`config.mk`:
```
export PLATFORM = sky130hd
export DESIGN_NAME = dmem_port_arbiter_flat
export DESIGN_NICKNAME = d
export VERILOG_FILES = /design/src/rtl/dmem_port_arbiter_if.sv /design/src/rtl/dmem_port_arbiter.sv /design/src/flat_wrapper.sv
export SDC_FILE = /design/constraint.sdc
export NUM_CORES = 1
export LEC_CHECK = 0
export ABC_CLOCK_PERIOD_IN_PS = 5600
export BUFFER_PORTS_ARGS = -buffer_cell sky130_fd_sc_hd__buf_2
export CORE_AREA = 2 2 118 120
export DETAILED_ROUTE_END_ITERATION = 10
export DIE_AREA = 0 0 120 122
export MAX_ROUTING_LAYER = met4
export PLACE_DENSITY = 0.42
export SLEW_MARGIN = 0
export SYNTH_ARGS = -nofsm -noshare
export SYNTH_HDL_FRONTEND = slang
export SYNTH_SLANG_ARGS = --single-unit
```
`constraint.sdc`:
```
create_clock -name clk -period 5.6 [get_ports clk]
set_input_delay 0.84 -clock clk [delete_from_list [all_inputs] [get_ports clk]]
set_output_delay 0.84 -clock clk [all_outputs]
set_load 0.05 [all_outputs]
```
`src/rtl/dmem_port_arbiter_if.sv`:
```
// Bundle of core port (C), debug/DMA port (D) and memory-side signals for dmem_port_arbiter.
interface dmem_port_arbiter_if #(
  parameter int unsigned AW = 32,
  parameter int unsigned DW = 32
);
  logic          c_req;
  logic          c_we;
  logic [AW-1:0] c_addr;
  logic [DW-1:0] c_wdata;
  logic          c_gnt;
  logic          c_rvalid;
  logic [DW-1:0] c_rdata;

  logic          d_req;
  logic          d_we;
  logic [AW-1:0] d_addr;
  logic [DW-1:0] d_wdata;
  logic          d_gnt;
  logic          d_rvalid;
  logic [DW-1:0] d_rdata;

  logic          mem_en;
  logic          mem_we;
  logic [AW-1:0] mem_addr;
  logic [DW-1:0] mem_wdata;
  logic [DW-1:0] mem_rdata;

  // Arbiter side
  modport slave (
    input  c_req, c_we, c_addr, c_wdata,
    output c_gnt, c_rvalid, c_rdata,
    input  d_req, d_we, d_addr, d_wdata,
    output d_gnt, d_rvalid, d_rdata,
    output mem_en, mem_we, mem_addr, mem_wdata,
    input  mem_rdata
  );

  // Requester / memory side
  modport master (
    output c_req, c_we, c_addr, c_wdata,
    input  c_gnt, c_rvalid, c_rdata,
    output d_req, d_we, d_addr, d_wdata,
    input  d_gnt, d_rvalid, d_rdata,
    input  mem_en, mem_we, mem_addr, mem_wdata,
    output mem_rdata
  );
endinterface

```
`src/rtl/dmem_port_arbiter.sv`:
```
// Round-robin arbiter sharing a single-port DMEM between the core (C) and debug/DMA (D) ports,
// with a per-port burst limit. Grants are combinational; load data returns one cycle after grant.
// Optional stall counters are enabled with the ARB_PERF_CNT_EN macro.
module dmem_port_arbiter #(
  parameter int unsigned AW        = 32,
  parameter int unsigned DW        = 32,
  parameter int unsigned MAX_BURST = 4
) (
  input  logic        clk,
  input  logic        rst_n,
`ifdef ARB_PERF_CNT_EN
  output logic [15:0] perf_c_stall,
  output logic [15:0] perf_d_stall,
`endif
  dmem_port_arbiter_if.slave bus
);

  localparam int unsigned BW        = $clog2(MAX_BURST + 1);
  localparam logic [BW-1:0] BURST_MAX = BW'(MAX_BURST);

  // last_gnt: 0 = C, 1 = D
  logic          last_gnt;
  logic [BW-1:0] burst_cnt;
  logic          rd_pend_c;
  logic          rd_pend_d;

  logic          in_burst;
  logic          pick_d;
  logic          c_gnt;
  logic          d_gnt;
  logic          we_mux;
  logic [AW-1:0] addr_mux;
  logic [DW-1:0] wdata_mux;

  // Arbitration: a port in an unfinished burst keeps the grant on a tie, otherwise alternate
  always_comb begin
    in_burst = 1'b0;
    pick_d   = 1'b0;
    c_gnt    = 1'b0;
    d_gnt    = 1'b0;
    // burst_cnt != 0 means last_gnt was granted in the previous cycle
    in_burst = (burst_cnt != '0) && (burst_cnt < BURST_MAX) &&
               (last_gnt ? bus.d_req : bus.c_req);
    if (bus.c_req && bus.d_req) begin
      pick_d = in_burst ? last_gnt : ~last_gnt;
    end else begin
      pick_d = bus.d_req;
    end
    // Nothing is issued while reset is asserted
    c_gnt = rst_n & bus.c_req & ~pick_d;
    d_gnt = rst_n & bus.d_req & pick_d;
  end

  // Memory-side mux from the granted port; all zero when idle
  always_comb begin
    we_mux    = 1'b0;
    addr_mux  = '0;
    wdata_mux = '0;
    if (c_gnt) begin
      we_mux    = bus.c_we;
      addr_mux  = bus.c_addr;
      wdata_mux = bus.c_wdata;
    end else if (d_gnt) begin
      we_mux    = bus.d_we;
      addr_mux  = bus.d_addr;
      wdata_mux = bus.d_wdata;
    end
  end

  assign bus.c_gnt     = c_gnt;
  assign bus.d_gnt     = d_gnt;
  assign bus.mem_en    = c_gnt | d_gnt;
  assign bus.mem_we    = we_mux;
  assign bus.mem_addr  = addr_mux;
  assign bus.mem_wdata = wdata_mux;

  // Read return: pending flags are masked during reset so stale data never escapes
  assign bus.c_rvalid = rst_n & rd_pend_c;
  assign bus.d_rvalid = rst_n & rd_pend_d;
  assign bus.c_rdata  = (rst_n & rd_pend_c) ? bus.mem_rdata : '0;
  assign bus.d_rdata  = (rst_n & rd_pend_d) ? bus.mem_rdata : '0;

  // Arbitration history and read-pending tracking
  always_ff @(posedge clk) begin
    if (!rst_n) begin
      last_gnt  <= 1'b1;
      burst_cnt <= '0;
      rd_pend_c <= 1'b0;
      rd_pend_d <= 1'b0;
    end else begin
      rd_pend_c <= c_gnt & ~bus.c_we;
      rd_pend_d <= d_gnt & ~bus.d_we;
      if (c_gnt || d_gnt) begin
        last_gnt <= d_gnt;
        if ((burst_cnt != '0) && (d_gnt == last_gnt)) begin
          burst_cnt <= (burst_cnt == BURST_MAX) ? BURST_MAX : burst_cnt + BW'(1);
        end else begin
          burst_cnt <= BW'(1);
        end
      end else begin
        burst_cnt <= '0;
      end
    end
  end

`ifdef ARB_PERF_CNT_EN
  // Saturating count of cycles each port spends requesting without a grant
  always_ff @(posedge clk) begin
    if (!rst_n) begin
      perf_c_stall <= '0;
      perf_d_stall <= '0;
    end else begin
      if (bus.c_req && !c_gnt && (perf_c_stall != 16'hFFFF)) begin
        perf_c_stall <= perf_c_stall + 16'd1;
      end
      if (bus.d_req && !d_gnt && (perf_d_stall != 16'hFFFF)) begin
        perf_d_stall <= perf_d_stall + 16'd1;
      end
    end
  end
`endif

endmodule

```
`src/flat_wrapper.sv`:
```
// flat-port wrapper written by rule: the top's interface ports become plain ports
module dmem_port_arbiter_flat 
#(
  parameter int unsigned AW        = 32,
  parameter int unsigned DW        = 32,
  parameter int unsigned MAX_BURST = 4
)
  (clk, rst_n, bus_c_req, bus_c_we, bus_c_addr, bus_c_wdata, bus_c_gnt, bus_c_rvalid, bus_c_rdata, bus_d_req, bus_d_we, bus_d_addr, bus_d_wdata, bus_d_gnt, bus_d_rvalid, bus_d_rdata, bus_mem_en, bus_mem_we, bus_mem_addr, bus_mem_wdata, bus_mem_rdata);
  dmem_port_arbiter_if #(.AW(AW), .DW(DW)) bus_i ();
  input  logic clk;
  input  logic rst_n;
  input wire logic [$bits(bus_i.c_req)-1:0] bus_c_req;
  input wire logic [$bits(bus_i.c_we)-1:0] bus_c_we;
  input wire logic [$bits(bus_i.c_addr)-1:0] bus_c_addr;
  input wire logic [$bits(bus_i.c_wdata)-1:0] bus_c_wdata;
  output wire logic [$bits(bus_i.c_gnt)-1:0] bus_c_gnt;
  output wire logic [$bits(bus_i.c_rvalid)-1:0] bus_c_rvalid;
  output wire logic [$bits(bus_i.c_rdata)-1:0] bus_c_rdata;
  input wire logic [$bits(bus_i.d_req)-1:0] bus_d_req;
  input wire logic [$bits(bus_i.d_we)-1:0] bus_d_we;
  input wire logic [$bits(bus_i.d_addr)-1:0] bus_d_addr;
  input wire logic [$bits(bus_i.d_wdata)-1:0] bus_d_wdata;
  output wire logic [$bits(bus_i.d_gnt)-1:0] bus_d_gnt;
  output wire logic [$bits(bus_i.d_rvalid)-1:0] bus_d_rvalid;
  output wire logic [$bits(bus_i.d_rdata)-1:0] bus_d_rdata;
  output wire logic [$bits(bus_i.mem_en)-1:0] bus_mem_en;
  output wire logic [$bits(bus_i.mem_we)-1:0] bus_mem_we;
  output wire logic [$bits(bus_i.mem_addr)-1:0] bus_mem_addr;
  output wire logic [$bits(bus_i.mem_wdata)-1:0] bus_mem_wdata;
  input wire logic [$bits(bus_i.mem_rdata)-1:0] bus_mem_rdata;
  assign bus_i.c_req = bus_c_req;
  assign bus_i.c_we = bus_c_we;
  assign bus_i.c_addr = bus_c_addr;
  assign bus_i.c_wdata = bus_c_wdata;
  assign bus_c_gnt = bus_i.c_gnt;
  assign bus_c_rvalid = bus_i.c_rvalid;
  assign bus_c_rdata = bus_i.c_rdata;
  assign bus_i.d_req = bus_d_req;
  assign bus_i.d_we = bus_d_we;
  assign bus_i.d_addr = bus_d_addr;
  assign bus_i.d_wdata = bus_d_wdata;
  assign bus_d_gnt = bus_i.d_gnt;
  assign bus_d_rvalid = bus_i.d_rvalid;
  assign bus_d_rdata = bus_i.d_rdata;
  assign bus_mem_en = bus_i.mem_en;
  assign bus_mem_we = bus_i.mem_we;
  assign bus_mem_addr = bus_i.mem_addr;
  assign bus_mem_wdata = bus_i.mem_wdata;
  assign bus_i.mem_rdata = bus_mem_rdata;
  dmem_port_arbiter #(.AW(AW), .DW(DW), .MAX_BURST(MAX_BURST)) u_core (.clk(clk), .rst_n(rst_n), .bus(bus_i));
endmodule
```
==> results.txt, run 1 <==
The run gives 0 as the count of final hold-check violations. In this run the tool buffered the top-level ports with 299 buffer cells. The x dimension of the die is 120 um. Most common library cell in the layout ignoring fill and taps: sky130_fd_sc_hd__buf_2. The number of buffers added by the clock tree synthesis step is 3, and the weighted congestion at the end of routability-driven global placement is 0.884. Multiplexer area fraction after synthesis: 0.664%.

The flip-flop and latch count after synthesis came out at 6. Entering global routing, the biggest net connects 73 pins. The clock net in this run drives a total of 6 sinks.

The finished cells cover 3170 um^2. In the layout the commonest cells are sky130_fd_sc_hd__buf_2 (299), sky130_fd_sc_hd__a22o_1 (65), sky130_fd_sc_hd__and3_1 (64). The worst flop-to-flop path endpoint is u_core.rd_pend_c$_SDFF_PN0_.

The total count of max-transition violations in the final report is 0. The top-level I/O count was 300; the number of buffers added to fix hold violations after cts was 0. Layout overhead on the synthesized area: 110%.

TritonCTS built the clock tree. The logs give 13500 um^2 for the core area and 11.9 mm for the detailed-route wire length. Slack of the worst reg-to-reg path: 3.37 ns. During synthesis, Yosys emitted a total of 0 warnings.

The die outline height was 122 um. The class of the most critical setup path is input pin to output pin. The initial utilization of the core area, before any placement, comes to 11.2%. For the worst flop-to-flop path, the logic depth is 6. Summing the areas of all fa, ha and maj instances in the mapped netlist gives 1.66% of the synthesized area. Post-CTS repair changed the size of 0 cells.

The share of the clock period used by the worst path is 68.4%, and the data required time of the worst path is 4.76 ns. At the pin with the least slew margin, the transition time is 0.929 ns. Setup repair after global routing left no endpoint under its margin. For this block, the initial DRC count from the detailed router was 152. The worst setup path is launched from an input pin. The mapped netlist covers 1510 um^2. The cell family contributing the most delay on the critical path is buffers and inverters.

In the routed design, unresolved DRC markers number 0. Yosys mapped the design onto 30 distinct sky130hd cell types. For the site row count, the log shows 43.

The depth of the critical timing path with buffers and inverters included works out to 7. The buffer cell driving the clock tree root is sky130_fd_sc_hd__clkbuf_16. Reported max-cap violation count: 0.

The total die area came out at 14600 um^2. Clock latency on the worst-skew pair, taken at its later pin, is 0.23 ns. The worst hold path belongs to the class flip-flop to flip-flop. For the sum of net half-perimeters after detailed placement, the log shows 9.86 mm.

The clock passes through at most 2 buffers. The mean number of vias per cell came out at 4.29. Walking the worst path, the cells encountered are buf_2 -> buf_4 -> nand2_1 -> a211oi_4 -> buf_4 -> a22o_1 -> buf_2. Counting I/O delays and the setup requirement, the final critical path takes 3.83 ns. Largest family of logic cells by synthesized area: compound AO/OA/AOI/OAI gates. The flow ran to the end, and the final reports show no timing, DRC or antenna violations.

Power spread over the standard cell area amounts to 166 nW/um^2. The total global routing track utilization was 14.4%. Depth of the worst hold-timing path: 2. The worst-case IR drop observed on VDD is 0.127 mV. The share of cells above drive strength 1 works out to 64.8%. Once the clock tree was built, the setup fixing pass inserted 0 buffers. Summing the sequential cell areas from Yosys gives 7.97% of the chip area. The critical path ends at bus_mem_addr[6]. The run gives 0.000472 ns as the maximum clock skew at final layout. The buffer and inverter count on the worst path was 4. The first global-routing pass estimated 15.5 mm of wire. Timing would allow up to 261 MHz. The logs give 2817 for the number of vias in the routed layout and 38.0% for the tightest slew margin relative to the limit.

The XOR/XNOR share of the synthesized area came out at 0.581%. After detailed routing, the average wire length per cell comes to 18.1 um. Data on the critical path arrives at its endpoint at 2.99 ns. The tools report the endpoint type of the worst setup path as an output pin. The startpoint identified for the worst register-to-register timing path is u_core.burst_cnt[0]$_SDFF_PN0_. The first detailed-routing pass took 4 iterations.

The synthesized netlist devotes 32.4% of its cell area to simple gates. The cell area after placement came out at 3090 um^2. The number of nets handed over by synthesis was 368.

Number of nets still failing antenna checks after routing: 0. The synthesized-area fraction occupied by ao, oa, aoi and oai cells was 45.0%. The clock slew at the register clock pins of the worst setup and hold paths is 0.03 ns, and the number of antenna violations at the first check in global routing is 1. The leakage power of the design came out at 2.17 nW.

The cell with the largest stage delay on the worst path was sky130_fd_sc_hd__buf_4. Along the worst path, the maximum fanout reaches 72. In this design, the stage delay of the slowest critical-path cell is 0.57 ns.

The tools report the source of the critical timing path as rst_n. The cell count after synthesis is 200. The logs give 2474 for the number of global-route vias before repair and 1 for the number of H-tree levels. Setup violations remaining at the end of the flow were counted as 0. The final sum of negative setup slack is 0 ns. For this run the aggregate overflow at the end of global routing stands at 0.

The mean post-synth cell area is 7.54 um^2. Counting the fill cells in the layout gives 1544. The number of nets in the layout came out at 645.
[synth_stat cells]
master	count	area share [%]
sky130_fd_sc_hd__nand2_1	2	0.50
sky130_fd_sc_hd__o211a_1	1	0.66
sky130_fd_sc_hd__or3_4	1	0.75
sky130_fd_sc_hd__ha_1	2	1.7
sky130_fd_sc_hd__a22o_1	65	38
sky130_fd_sc_hd__clkbuf_1	14	3.5
sky130_fd_sc_hd__nor3b_1	1	0.50
sky130_fd_sc_hd__o21a_1	1	0.50
sky130_fd_sc_hd__nand2b_1	1	0.42
sky130_fd_sc_hd__a211oi_2	1	0.83
sky130_fd_sc_hd__mux2i_1	1	0.66
sky130_fd_sc_hd__nor2_1	1	0.25
sky130_fd_sc_hd__a31oi_1	1	0.42
sky130_fd_sc_hd__o21ai_1	1	0.33
sky130_fd_sc_hd__and2_1	2	0.83
sky130_fd_sc_hd__buf_6	4	3.0
sky130_fd_sc_hd__a32oi_1	1	0.58
sky130_fd_sc_hd__xnor2_1	1	0.58
sky130_fd_sc_hd__a21oi_1	2	0.66
sky130_fd_sc_hd__a31oi_4	1	1.4
sky130_fd_sc_hd__buf_4	3	1.5
sky130_fd_sc_hd__nor4bb_1	1	0.66
sky130_fd_sc_hd__o21ai_0	4	1.3
sky130_fd_sc_hd__buf_2	9	3.0
sky130_fd_sc_hd__a21boi_0	1	0.50
sky130_fd_sc_hd__and3_1	64	27
sky130_fd_sc_hd__inv_1	3	0.75
sky130_fd_sc_hd__dfxtp_1	6	8.0
sky130_fd_sc_hd__nor3_1	1	0.33
sky130_fd_sc_hd__nor2b_1	4	1.7
[cell type report]
type,count,area [um^2],area share [%]
inverter,3,11.3,0.355
clock buffer,3,75.1,2.37
multi-input combinational,161,1220,38.4
sequential,6,120,3.79
tap,180,225,7.10
timing repair buffer,302,1520,47.9
antenna,1,2.50,0.0789
[worst reg2reg max path, delay by kind of cell (launching register included)]
| kind | cells | cell delay (ns) |
|---|---|---|
| buffers and inverters | 2 | 0.62 |
| AOI/OAI and AO/OA | 1 | 0.17 |
| and+or+nand+nor | 2 | 0.72 |
| DFF | 1 | 0.36 |
| adders and majority gates | 1 | 0.29 |
[layer usage]
layer | track usage, % | up-vias | wire length, um
met5 | - | - | 0
met4 | 3.53 | 0 | 221
met3 | 3.37 | 10 | 956
met2 | 24.8 | 149 | 6010
met1 | 16.9 | 1317 | 4710
li1 | - | 1341 | -
[flip-flops by register name (all words and copies together) (netlist names)]
register and cells:
u_core.rd_pend_d 1, u_core.burst_cnt 3, u_core.last_gnt 1, u_core.rd_pend_c 1
[power breakdown]
part / switching [mW] / internal (mW)
Sequential: 0.00628 / 0.0450
Combinational: 0.252 / 0.108
Clock: 0.0250 / 0.0917
[how the worst min path moves through the flow]
stage	to	slack [ns]	start
after floorplan	u_core.last_gnt$_SDFFE_PN1P_	0.58	u_core.last_gnt$_SDFFE_PN1P_
after detailed placement	u_core.last_gnt$_SDFFE_PN1P_	0.62	u_core.last_gnt$_SDFFE_PN1P_
after CTS	u_core.last_gnt$_SDFFE_PN1P_	0.63	u_core.last_gnt$_SDFFE_PN1P_
final	u_core.last_gnt$_SDFFE_PN1P_	0.63	u_core.last_gnt$_SDFFE_PN1P_
after global placement	u_core.last_gnt$_SDFFE_PN1P_	0.63	u_core.last_gnt$_SDFFE_PN1P_
after global routing	u_core.burst_cnt[2]$_SDFF_PN0_	0.69	u_core.burst_cnt[2]$_SDFF_PN0_
[cell families after synthesis]
family / Yosys count
compound gates: 79
simple gates: 78
buf+inv: 33
flops: 6
fa+ha+maj: 2
xor+xnor: 1
mux: 1
[per-stage QoR]
| step | power, mW | hold WS, ns | std cells | worst slack, ns | util [%] |
|---|---|---|---|---|---|
| 6_report | 0.528 | 0.631 | 656 | 1.77 | 23.5 |
| 5_1_grt | 0.552 | 0.689 | 656 | 1.55 | 23.5 |
| 4_1_cts | 0.534 | 0.628 | 655 | 1.72 | 23.5 |
| 3_5_place_dp | 0.413 | 0.619 | 652 | 1.73 | 22.9 |
| 3_3_place_gp | 0.414 | 0.634 | 652 | 1.78 | 22.9 |
| 2_1_floorplan | 0.289 | 0.576 | 200 | 2.54 | - |
(Power assumes the default switching activity.)
==> run 2, diff against run 1 <==
--- a/config.mk
+++ b/config.mk
@@ -5,13 +5,13 @@
 export SDC_FILE = /design/constraint.sdc
 export NUM_CORES = 1
 export LEC_CHECK = 0
-export ABC_CLOCK_PERIOD_IN_PS = 5600
+export ABC_CLOCK_PERIOD_IN_PS = 3930
 export BUFFER_PORTS_ARGS = -buffer_cell sky130_fd_sc_hd__buf_2
-export CORE_AREA = 2 2 118 120
+export CORE_AREA = 2 2 115 117
 export DETAILED_ROUTE_END_ITERATION = 10
-export DIE_AREA = 0 0 120 122
+export DIE_AREA = 0 0 117 119
 export MAX_ROUTING_LAYER = met4
-export PLACE_DENSITY = 0.42
+export PLACE_DENSITY = 0.44
 export SLEW_MARGIN = 0
 export SYNTH_ARGS = -nofsm -noshare
 export SYNTH_HDL_FRONTEND = slang
==> constraint.sdc (replaced) <==
create_clock -name clk -period 3.93 [get_ports clk]
set_input_delay 0.5895 -clock clk [delete_from_list [all_inputs] [get_ports clk]]
set_output_delay 0.5895 -clock clk [all_outputs]
set_load 0.05 [all_outputs]
==> results.txt, run 2 (synthesis gave the netlist of run 1 again) <==
TritonCTS built the clock tree. The number of global-route vias before repair is 2593 (was 2474), and the count of final hold-check violations is 0 (unchanged). The total global routing track utilization came out at 15.4% (was 14.4%). The smallest clock period supported by the final layout is computed as 3.29 ns. The run gives 1.98 ns (was 3.37 ns) as the slack of the worst reg-to-reg path. The start point of the worst min-delay path was bus_c_we (was u_core.last_gnt$_SDFFE_PN1P_). The weighted congestion at the end of routability-driven global placement was 0.835 (was 0.884). Number of DRC violations after detailed routing: 0 (unchanged). The logs give 304 MHz for the timing-limited maximum frequency and 2841 (was 2817) for the number of vias in the routed layout. The nature of the critical path startpoint is a flip-flop (was an input pin). The highest fanout seen on the critical path is 49 (was 72).

Buffer cell driving the clock tree root: sky130_fd_sc_hd__clkbuf_16 (unchanged). The buffers inserted during post-CTS setup optimization is 0 (unchanged), and the detailed-route wire length is 12.0 mm (was 11.9 mm). Worst flop-to-flop path endpoint: u_core.rd_pend_c$_SDFF_PN0_ (unchanged). Length of the first detailed-routing pass in iterations: 6 (was 4).

Commonest cells after routing, fill and taps aside: sky130_fd_sc_hd__buf_2 (299), sky130_fd_sc_hd__a22o_1 (65), sky130_fd_sc_hd__and3_1 (64) (unchanged). The first-pass GRT wire length is 15.5 mm (about the same). The slew of the pin with the lowest slew margin works out to 0.925 ns (was 0.929 ns). X dimension of the die: 117 um (was 120 um).

The total internal power is 352 uW (was 245 uW). The combinational power share was 68.8% (was 68.2%). The worst setup timing slack at the placement stage is 0.837 ns (was 1.73 ns). The leakage power of the design was 2.18 nW (was 2.17 nW).

The final count of negative-setup-slack endpoints was 0 (unchanged); the number of buffers between clock root and the deepest sink was 2 (unchanged). For the final global-route overflow total, the log shows 0 (unchanged). The number of nets still failing antenna checks after routing was 0 (unchanged); the number of H-tree levels was 1 (unchanged). The antenna diode count is 0 (was 1). The number of violations reported at the end of detailed-routing iteration 0 is 167 (was 152), and the routed wirelength normalized by instance count is 18.5 um (was 18.1 um).

The number of input and output port buffers inserted is 299 (unchanged). Setup repair after global routing left no endpoint under its margin. The run gives 0.642 ns (was 1.77 ns) as the final critical-path setup slack. Most common library cell in the layout ignoring fill and taps: sky130_fd_sc_hd__buf_2 (unchanged). The tools report the fraction of power consumed by sequential logic as 9.7% (about the same). The number of nets in the layout was 645 (unchanged).

Final sum of negative setup slack: 0 ns (unchanged). The run gives 0 (unchanged) as the total count of max-transition violations in the final report. The share of cells above drive strength 1 is 64.8% (unchanged). The run finished with clean final reports. The number of buffers added to fix hold violations after cts is 0 (unchanged), and the tightest slew margin relative to the limit is 38.3% (was 38.0%). The power density of the placed cells was 237 nW/um^2 (was 166 nW/um^2). The top-level I/O count is 300 (unchanged), and the maximum vdd drop is 0.125 mV (was 0.127 mV). The data arrival time of the critical path was 2.70 ns (was 2.99 ns); the clock slew at the register clock pins of the worst setup and hold paths was 0.03 ns (about the same).

Of the available clock period, the critical path in the final layout requires 83.7%. Layout overhead on the synthesized area: 112% (was 110%). Endpoint type of the worst setup path: an output pin (unchanged). The initial standard-cell utilization of the core was 11.7% (was 11.2%); the clock network fraction of design power was 21.5% (was 22.1%). The sum of net half-perimeters after detailed placement was 10.1 mm (was 9.86 mm). For the number of antenna violations at the first check in global routing, the log shows 0 (was 1). The core area is 12900 um^2 (was 13500 um^2).

The path depth of the worst reg2reg path came out at 5 (was 6). The class of the most critical setup path was flip-flop to output pin (was input pin to output pin). The site row count is 42 (was 43). The maximum number of pins on one net before global-route repair was 71 (was 73); the die outline height was 119 um (was 122 um).

The data required time of the worst path was 3.34 ns (was 4.76 ns); the maximum clock skew at final layout was 0.00182 ns (was 0.000472 ns). The reg-to-reg critical path startpoint is u_core.burst_cnt[0]$_SDFF_PN0_ (unchanged). Switching power share of the total: 53.5% (was 53.6%). The top register by number of flip-flops was u_core.burst_cnt (unchanged). The run gives 6 (unchanged) as the total number of clock tree sinks.

The run gives 3 (unchanged) as the number of buffers added by the clock tree synthesis step. The depth of the worst hold-timing path was 2 (unchanged); the flip-flop count of the largest register after layout was 3 (unchanged). The worst hold path class was input pin to flip-flop (was flip-flop to flip-flop). Mean number of vias per cell: 4.36 (was 4.29). The run gives 0 (unchanged) as the total of cells resized after clock tree synthesis. The clock insertion delay at the later pin of the skew report is 0.23 ns (about the same). The net switching power came out at 405 uW (was 283 uW).

For the total die area, the log shows 13900 um^2 (was 14600 um^2). The tools report the capture endpoint of the worst hold path as u_core.rd_pend_c$_SDFF_PN0_ (was u_core.last_gnt$_SDFFE_PN1P_). The run gives 0 (unchanged) as the reported max-cap violation count.
[run 2: routing by layer]
metal | routed length, um | track usage, % | share of wire (%) | up-vias
li1 | - | - | - | 1344
met1 | 4870 | 18.5 | 40 | 1354
met2 | 6100 | 27.5 | 51 | 139
met3 | 928 | 2.60 | 7.7 | 4
met4 | 136 | 1.76 | 1.1 | 0
met5 | 0 | - | 0 | -
[run 2: stage by stage]
| stage | std cells | power (mW) | util (%) | hold WS, ns | instance area (um^2) |
|---|---|---|---|---|---|
| after global routing | 651 | 0.791 | 24.8 | 0.563 | 3190 |
| after CTS | 651 | 0.764 | 24.8 | 0.562 | 3190 |
| after detailed placement | 648 | 0.596 | 24.2 | 0.645 | 3110 |
| after floorplan | 200 | 0.412 | - | 0.576 | 1510 |
| final | 651 | 0.757 | 24.8 | 0.555 | 3190 |
| after global placement | 648 | 0.595 | 24.2 | 0.630 | 3110 |
[run 2: power by group through the flow]
stage / logic, mW / registers, mW / clock network (mW)
4_1_cts: 0.524 / 0.0734 / 0.167
3_5_place_dp: 0.521 / 0.0742 / 0
5_1_grt: 0.543 / 0.0748 / 0.173
6_report: 0.521 / 0.0733 / 0.163
2_1_floorplan: 0.344 / 0.0677 / 0
3_3_place_gp: 0.521 / 0.0738 / 0
[run 2: worst max-delay path, cell delays in order (launching register included)]
cell,delay [ns]
sky130_fd_sc_hd__dfxtp_1,0.34
sky130_fd_sc_hd__inv_1,0.06
sky130_fd_sc_hd__ha_1,0.30
sky130_fd_sc_hd__or3_4,0.42
sky130_fd_sc_hd__a31oi_4,0.53
sky130_fd_sc_hd__buf_12,0.31
sky130_fd_sc_hd__a22o_1,0.20
sky130_fd_sc_hd__buf_2,0.30
[run 2: layout make-up]
cell class                      count  area [um^2]
Fill cell                        1438         9690
Timing Repair Buffer              302         1540
Multi-Input combinational cell    161         1220
Clock buffer                        3         75.1
Tap cell                          176          220
Inverter                            3         11.3
Sequential cell                     6          120
[run 2: worst max path at each step]
stage | slack (ns) | cells past startpoint | start | endpoint
floorplan | 1.20 | 7 | u_core.burst_cnt[0]$_SDFF_PN0_ | bus_mem_wdata[23]
global route | 0.52 | 7 | u_core.burst_cnt[0]$_SDFF_PN0_ | bus_mem_addr[11]
detailed placement | 0.84 | 7 | u_core.burst_cnt[0]$_SDFF_PN0_ | bus_mem_addr[11]
global placement | 0.87 | 7 | u_core.burst_cnt[0]$_SDFF_PN0_ | bus_mem_addr[11]
CTS | 0.59 | 7 | u_core.burst_cnt[0]$_SDFF_PN0_ | bus_mem_addr[11]
finish | 0.64 | 7 | u_core.burst_cnt[0]$_SDFF_PN0_ | bus_mem_addr[6]
==> run 3, diff against run 2 <==
--- a/config.mk
+++ b/config.mk
@@ -5,7 +5,7 @@
 export SDC_FILE = /design/constraint.sdc
 export NUM_CORES = 1
 export LEC_CHECK = 0
-export ABC_CLOCK_PERIOD_IN_PS = 3930
+export ABC_CLOCK_PERIOD_IN_PS = 3400
 export BUFFER_PORTS_ARGS = -buffer_cell sky130_fd_sc_hd__buf_2
 export CORE_AREA = 2 2 115 117
 export DETAILED_ROUTE_END_ITERATION = 10
==> constraint.sdc (replaced) <==
create_clock -name clk -period 3.4 [get_ports clk]
set_input_delay 0.51 -clock clk [delete_from_list [all_inputs] [get_ports clk]]
set_output_delay 0.51 -clock clk [all_outputs]
set_load 0.05 [all_outputs]
==> results.txt, run 3 (synthesis gave the netlist of run 1 again) <==
The logs give 0 ns (unchanged) for the final sum of negative setup slack and 1431 (was 1438) for the count of fill cells added during filler insertion. The layout overhead on the synthesized area is 126% (was 112%), and the routed wirelength normalized by instance count is 17.4 um (was 18.5 um). The run gives 6 (unchanged) as the total number of clock tree sinks.

The tools report the nature of the critical path startpoint as a flip-flop (unchanged). The class of the most critical setup path is flip-flop to output pin (unchanged). The number of buffers added by the clock tree synthesis step is 3 (unchanged).

The tools report the cell count after placement as 648 (unchanged). The tools report the number of DRC violations after detailed routing as 0 (unchanged). The maximum vdd drop was 0.213 mV (was 0.125 mV). The run gives 166 (was 167) as the number of violations reported at the end of detailed-routing iteration 0. The run gives 645 (unchanged) as the number of nets in the layout.

The tools report the top-level I/O count as 300 (unchanged). The mean number of vias per cell is 4.32 (was 4.36), and the clock slew at the register clock pins of the worst setup and hold paths is 0.03 ns (about the same). For the number of global-route vias before repair, the log shows 2474 (was 2593). Buffer cell driving the clock tree root: sky130_fd_sc_hd__clkbuf_16 (unchanged). The logs give 2.23 nW (was 2.18 nW) for the leakage power of the design and 2.39 ns (was 2.70 ns) for the data arrival time of the critical path. The total die area was 13900 um^2 (unchanged); the flip-flop count of the largest register after layout was 3 (unchanged). The logs give 2.89 ns (was 3.34 ns) for the data required time of the worst path and 0 (unchanged) for the number of antenna violations at the first check in global routing. For the weighted congestion at the end of routability-driven global placement, the log shows 0.862 (was 0.835). For the clock insertion delay at the later pin of the skew report, the log shows 0.23 ns (about the same). The endpoint type of the worst setup path was an output pin (unchanged). The power density of the placed cells is 269 nW/um^2 (was 237 nW/um^2). Counting I/O delays and the setup requirement, the final critical path takes 2.90 ns. The number of input and output port buffers inserted was 299 (unchanged). TritonCTS built the clock tree. The slew of the pin with the lowest slew margin works out to 0.948 ns (was 0.925 ns). The timing-limited maximum frequency was 345 MHz; the die outline height was 119 um (unchanged).

The tools report the buffers inserted during post-CTS setup optimization as 0 (unchanged). For the core area, the log shows 12900 um^2 (unchanged). The run gives 16.8% (was 18.5%) as the met1 usage in global routing. The run gives 11.3 mm (was 12.0 mm) as the detailed-route wire length.

The final global-route overflow total came out at 0 (unchanged). The layer carrying the most global-route usage is met2 (unchanged). The number of vias in the routed layout came out at 2810 (was 2841). The tools report the global routing met3 resource utilization as 3.21% (was 2.60%). Count of final hold-check violations: 0 (unchanged). For the total global routing track utilization, the log shows 14.3% (was 15.4%). The reported max-cap violation count came out at 0 (unchanged). The logs give 920 uW (was 757 uW) for the total power and 9.42 mm (was 10.1 mm) for the sum of net half-perimeters after detailed placement. The run gives 0 (unchanged) as the number of buffers added to fix hold violations after cts.

The run finished with clean final reports. The length of the first detailed-routing pass in iterations was 4 (was 6). The number of H-tree levels was 1 (unchanged). Final count of negative-setup-slack endpoints: 0 (unchanged). For the site row count, the log shows 42 (unchanged). The worst hold path class is input pin to flip-flop (unchanged).

The share of cells above drive strength 1 is 64.8% (unchanged). The run gives 71 (unchanged) as the maximum number of pins on one net before global-route repair. The maximum clock skew at final layout is 0.00109 ns (was 0.00182 ns), and the area of the multi-input gates is 1220 um^2 (unchanged). The global-route met2 utilization was 25.4% (was 27.5%). The initial standard-cell utilization of the core is 11.7% (unchanged).

The top register by number of flip-flops was u_core.burst_cnt (unchanged). Total of cells resized after clock tree synthesis: 0 (unchanged). Commonest cells after routing, fill and taps aside: sky130_fd_sc_hd__buf_2 (284), sky130_fd_sc_hd__a22o_1 (65), sky130_fd_sc_hd__and3_1 (64) (was sky130_fd_sc_hd__buf_2 (299), sky130_fd_sc_hd__a22o_1 (65), sky130_fd_sc_hd__and3_1 (64)). Setup repair after global routing left no endpoint under its margin.

The number of buffers between clock root and the deepest sink is 2 (unchanged). Most common library cell in the layout ignoring fill and taps: sky130_fd_sc_hd__buf_2 (unchanged). The x dimension of the die works out to 117 um (unchanged).

The worst path uses 85.3% of the clock period. The total count of max-transition violations in the final report was 0 (unchanged). The tools report the tightest slew margin relative to the limit as 36.7% (was 38.3%). The run gives 0 (unchanged) as the number of nets still failing antenna checks after routing. The final instance count without filler cells was 651 (unchanged); the antenna diode count was 0 (unchanged). For the area taken by flip-flops and latches, the log shows 120 um^2 (unchanged). The first-pass GRT wire length is 14.5 mm (was 15.5 mm).

The highest fanout seen on the critical path is 67 (was 49).
-- run 3: layer usage --
metal / wire (um) / share of wire [%]
met1: 4470 / 39
met2: 5640 / 50
met3: 1090 / 9.6
met4: 122 / 1.1
met5: 0 / 0
-- run 3: critical path: stages (launching register included) --
cell	delay (ns)
sky130_fd_sc_hd__dfxtp_1	0.35
sky130_fd_sc_hd__inv_1	0.06
sky130_fd_sc_hd__ha_1	0.29
sky130_fd_sc_hd__or3_4	0.42
sky130_fd_sc_hd__a31oi_4	0.21
sky130_fd_sc_hd__buf_12	0.27
sky130_fd_sc_hd__a22o_1	0.25
sky130_fd_sc_hd__buf_2	0.29
-- run 3: cell type report --
class	instances	share of cell area, %
clock buffers	3	2.20
inverters	3	0.330
multi-input cells	161	35.7
flip-flops and latches	6	3.52
well taps	176	6.45
repair buffers	302	51.8
-- run 3: worst paths after layout --
kind	start	to	slack, ns	cells after the start
max	u_core.burst_cnt[0]$_SDFF_PN0_	bus_mem_addr[3]	0.50	7
min	bus_c_we	u_core.rd_pend_c$_SDFF_PN0_	0.47	2
max reg2reg	u_core.burst_cnt[0]$_SDFF_PN0_	u_core.rd_pend_c$_SDFF_PN0_	1.54	6
min reg2reg	u_core.last_gnt$_SDFFE_PN1P_	u_core.last_gnt$_SDFFE_PN1P_	0.64	2
-- run 3: where the power goes --
part           switching, mW  total [mW]  internal, mW
sequential            0.0105      0.0847        0.0742
combinational          0.424       0.647         0.223
clock                 0.0376       0.188         0.151
total                  0.472       0.920         0.448
-- run 3: through the flow --
| stage | cell area (um^2) | utilization, % | setup WS (ns) | hold WS, ns |
|---|---|---|---|---|
| after floorplan | 1510 | - | 0.752 | 0.576 |
| after global placement | 3340 | 25.9 | 0.797 | 0.628 |
| after detailed placement | 3340 | 25.9 | 0.767 | 0.645 |
| after CTS | 3410 | 26.5 | 0.527 | 0.483 |
| after global routing | 3410 | 26.5 | 0.433 | 0.488 |
| final | 3410 | 26.5 | 0.500 | 0.474 |
